<file path="config.mk">
export PLATFORM = sky130hd
export DESIGN_NAME = pe256_from_pe64
export DESIGN_NICKNAME = d
export VERILOG_FILES = /design/src/rtl/pe_pkg.sv /design/src/rtl/pe64.sv /design/src/rtl/pe256_from_pe64.sv
export SDC_FILE = /design/constraint.sdc
export NUM_CORES = 1
export LEC_CHECK = 0
export CELL_PAD_IN_SITES_DETAIL_PLACEMENT = 2
export CELL_PAD_IN_SITES_GLOBAL_PLACEMENT = 2
export CORE_MARGIN = 2
export CORE_UTILIZATION = 16
export CTS_BUF_LIST = sky130_fd_sc_hd__clkbuf_4 sky130_fd_sc_hd__clkbuf_8
export DETAILED_ROUTE_END_ITERATION = 12
export HOLD_SLACK_MARGIN = 0.08
export PLACE_DENSITY_LB_ADDON = 0.1
export SYNTH_ARGS = -nofsm -noshare
export SYNTH_HDL_FRONTEND = slang
export SYNTH_SLANG_ARGS = --single-unit
</file>
<file path="constraint.sdc">
create_clock -name clk -period 4 [get_ports clk]
set_input_delay 0.8 -clock clk [delete_from_list [all_inputs] [get_ports clk]]
set_output_delay 0.8 -clock clk [all_outputs]
set_load 0.005 [all_outputs]
</file>
<file path="src/rtl/pe_pkg.sv">
// rtl/pe_pkg.sv - shared widths and index types for the 256-bit priority encoder
package pe_pkg;
   localparam int LANE_W    = 64;
   localparam int NUM_LANES = 4;
   localparam int Q_W       = 8;

   typedef logic [5:0] lane_idx_t;
   typedef logic [7:0] pe_idx_t;
endpackage

</file>
<file path="src/rtl/pe64.sv">
// rtl/pe64.sv - combinational 64-bit highest-index-wins priority encoder lane
module pe64
   import pe_pkg::*;
(
   input  logic [LANE_W-1:0] d,
   output lane_idx_t         q,
   output logic              v
);

   // Ascending scan so the last hit, i.e. the highest set bit, wins.
   always_comb begin
      q = '0;
      v = |d;
      for (int i = 0; i < LANE_W; i++) begin
         if (d[i]) q = i[5:0];
      end
   end

endmodule

</file>
<file path="src/rtl/pe256_from_pe64.sv">
// rtl/pe256_from_pe64.sv - registered 256-bit priority encoder from four pe64 lanes
// Optional input register: define PE256_INPUT_REG_EN (latency 2 instead of 1).
module pe256_from_pe64
   import pe_pkg::*;
(
   input  logic                        clk,
   input  logic                        rst,
   input  logic [LANE_W*NUM_LANES-1:0] d,
   output logic [Q_W-1:0]              q,
   output logic                        v
);

   logic [LANE_W*NUM_LANES-1:0] d_enc;
   lane_idx_t                   lane_q [NUM_LANES];
   logic [NUM_LANES-1:0]        lane_v;
   pe_idx_t                     sel_q;
   logic                        sel_v;

`ifdef PE256_INPUT_REG_EN
   logic [LANE_W*NUM_LANES-1:0] d_reg;

   always_ff @(posedge clk) begin
      if (rst) d_reg <= '0;
      else     d_reg <= d;
   end

   assign d_enc = d_reg;
`else
   assign d_enc = d;
`endif

   generate
      for (genvar k = 0; k < NUM_LANES; k++) begin : g_lane
         pe64 u_pe64 (
            .d (d_enc[k*LANE_W +: LANE_W]),
            .q (lane_q[k]),
            .v (lane_v[k])
         );
      end
   endgenerate

   // Upper lanes override lower ones; idle lanes drive q=0 so nothing undefined leaks through.
   always_comb begin
      sel_q = '0;
      sel_v = |lane_v;
      for (int k = 0; k < NUM_LANES; k++) begin
         if (lane_v[k]) sel_q = {k[1:0], lane_q[k]};
      end
   end

   always_ff @(posedge clk) begin
      if (rst) begin
         q <= '0;
         v <= 1'b0;
      end else begin
         q <= sel_q;
         v <= sel_v;
      end
   end

endmodule

</file>
==> results of run 1 <==
## layout make-up
cell class | count | area, um^2 | share of cell area
Inverter | 42 | 158 | 0.0233
Timing Repair Buffer | 284 | 2800 | 0.414
Clock buffer | 4 | 48.8 | 0.00721
Multi-Input combinational cell | 538 | 3230 | 0.478
Tap cell | 280 | 350 | 0.0518
Sequential cell | 9 | 180 | 0.0266
## stage by stage
step	cells	area [um^2]
4_1_cts	1157	6770
3_3_place_gp	1153	6720
2_1_floorplan	592	3580
3_5_place_dp	1153	6720
6_report	1157	6770
5_1_grt	1157	6770
## cell usage in the layout, fill, tap and decap left out, drive strengths merged, types with 18 or more instances in the layout
master         instances
o31ai                 19
inv                   42
buf                   18
o21ai                 38
nand2                 21
nor3                  47
clkdlybuf4s50        266
or4                   34
a21oi                 46
nor2                  94
nor4                  78
## metal layers
metal	share of wire	track usage	wire length, um	up-vias
met5	0	0	0	-
met4	0.013	0.0253	287	0
met3	0.051	0.0310	1100	19
met2	0.48	0.313	10400	177
met1	0.46	0.231	10000	2849
li1	-	-	-	2974
## cell families (layout without fill, tap and decap cells)
group,count (synthesis),count (layout),share of synthesized area
and+or+nand+nor,338,338,0.530
AOI/OAI and AO/OA,200,200,0.372
buffers and inverters,45,330,0.0475
DFF,9,9,0.0503
## registers in the layout (all words and copies together) (netlist names)
register / flops
v: 1
q: 8
## worst min-delay path, cell delays in order
cell	delay (ns)
clkdlybuf4s50_1	0.40
buf_4	0.18
nor2_1	0.10
## power by group
group / internal (mW) / leakage (nW) / switching (mW) / total [mW]
combinational: 0.305 / 2.12 / 0.229 / 0.534
clock: 0.0762 / 0.0262 / 0.0361 / 0.112
sequential: 0.0957 / 0.0759 / 0.00142 / 0.0971
## worst paths after layout
check,startpoint,to,slack (ns),cells after the start
max,d[212],q[1]$_SDFF_PP0_,0.44,8
min,rst,q[6]$_SDFF_PP0_,1.29,3
==> flow_summary.toml, run 1 <==
[run_status]
status = "finished, final reports clean"

[yosys]
yosys.cell_count.top_type = "nor2_1"
synth_seq_area_share = 0.0503
synth_cells = 592
syn_avg_cell_area_um2 = 6.05
synth_top_flop_cell = "dfxtp_1"
synth-seq-cells = 9
yosysTopAreaCellShare = 0.131
syn_nets = 850
yosysTopAreaCell = "nor4_1"
synthTopCellsByCount = "nor2_1, nor4_1, nor3_1"
synthTopCellsByArea = "nor4_1, nor2_1, nor3_1, a21oi_1, or4_1"
synth_cell_types = 56
synth_warnings = 0
synth_edf_count = 0
async_reset_ff_frac = 0
synth_area_mm2 = 0.00358

[timing]
fin_hold_ws_ns = 1.29
finalSetupTns_ns = 0
fin_crit_ns = 3.56
min_period_over_period = 0.890
fmax_mhz = 281
tightest_slew_ns = 0.628
setup_viol_count_final = 0
hold_violations = 0
rsz0062_at_grt = "no"
report.final.slew_viol_count = 0
relSlewSlack = 0.577
worst_slack_ns = 0.440

[cts]
cts_setup_buffers = 0
clock_sinks = 9
cts_buffer_depth = 2
cts_tree = "built"
htreeDepth = 1
cts_hold_buffers = 0
path_clk_slew_ns = 0.04
cts_buffers = 3
cts_resized = 0
root_buffer = "clkbuf_8"

[power]
p_per_area_mw_per_mm2 = 110
leakage_nw = 2.22
power_mw = 0.743
ir_drop_uv = 63.1

[global_routing]
antenna_found_initial = 0
gr-usage-all-layers = 0.177
grt_pass1_vias = 6735
grt_pass1_wl_um = 34900
grt_max_degree = 14
grt_overflow = 0

[critical_path]
worstPathArrival_ns = 3.74
cp_top_family = "simple AND/OR/NAND/NOR gates"
critical-path-max-stage-delay_ns = 0.73
path_cells = "clkdlybuf4s50_1 > nor4_1 > buf_4 > nand4_1 > or4_1 > or2_1 > or4_1 > or4b_1"
critical_path_required_ns = 4.18
crit_path_end_kind = "register"
slowest_stage = "or4_1"
critical_path_class = "in2reg"
crit_fanout = 7
timing.critical_path.mode_cell = "or4_1"
critPathLaunchType = "input pin"
path_buf_inv = 2

[route]
routed_via_density = 5.20
final_antenna_net_count = 0
vias = 6019
drc_errors = 0
drt-initial-drc-count = 122
totalWireLength_um = 21800
routedWlPerCell_um = 18.9
first_pass_iters = 4

[floorplan]
die_h_um = 154
num_rows = 54
die_x_um = 154
dieArea_mm2 = 0.0236
core_area_mm2 = 0.0219
io_pins = 267
initial_utilization = 0.164

[placement]
gp_congestion = 0.802
hpwl_um = 19600
io_buffers = 266
preCtsSetupSlack_ns = 0.204

[cells_and_area]
drive_gt1_frac = 0.0388
finalNetCount = 1136
n_fill_cell = 2629
syn_to_final_growth_pct = 88.9
diodes = 0
post-route-util = 0.309

[flow_run]
cap_viol_max_count = 0

[hold_path]
hold_class = "in2reg"
(Power assumes the default switching activity.)
==> run 2: changes to the inputs <==
Settings changed: SKIP_LAST_GASP set to 1.
==> results of run 2 <==
Same layout as run 1: the final DEF is identical, and so are final timing and power.
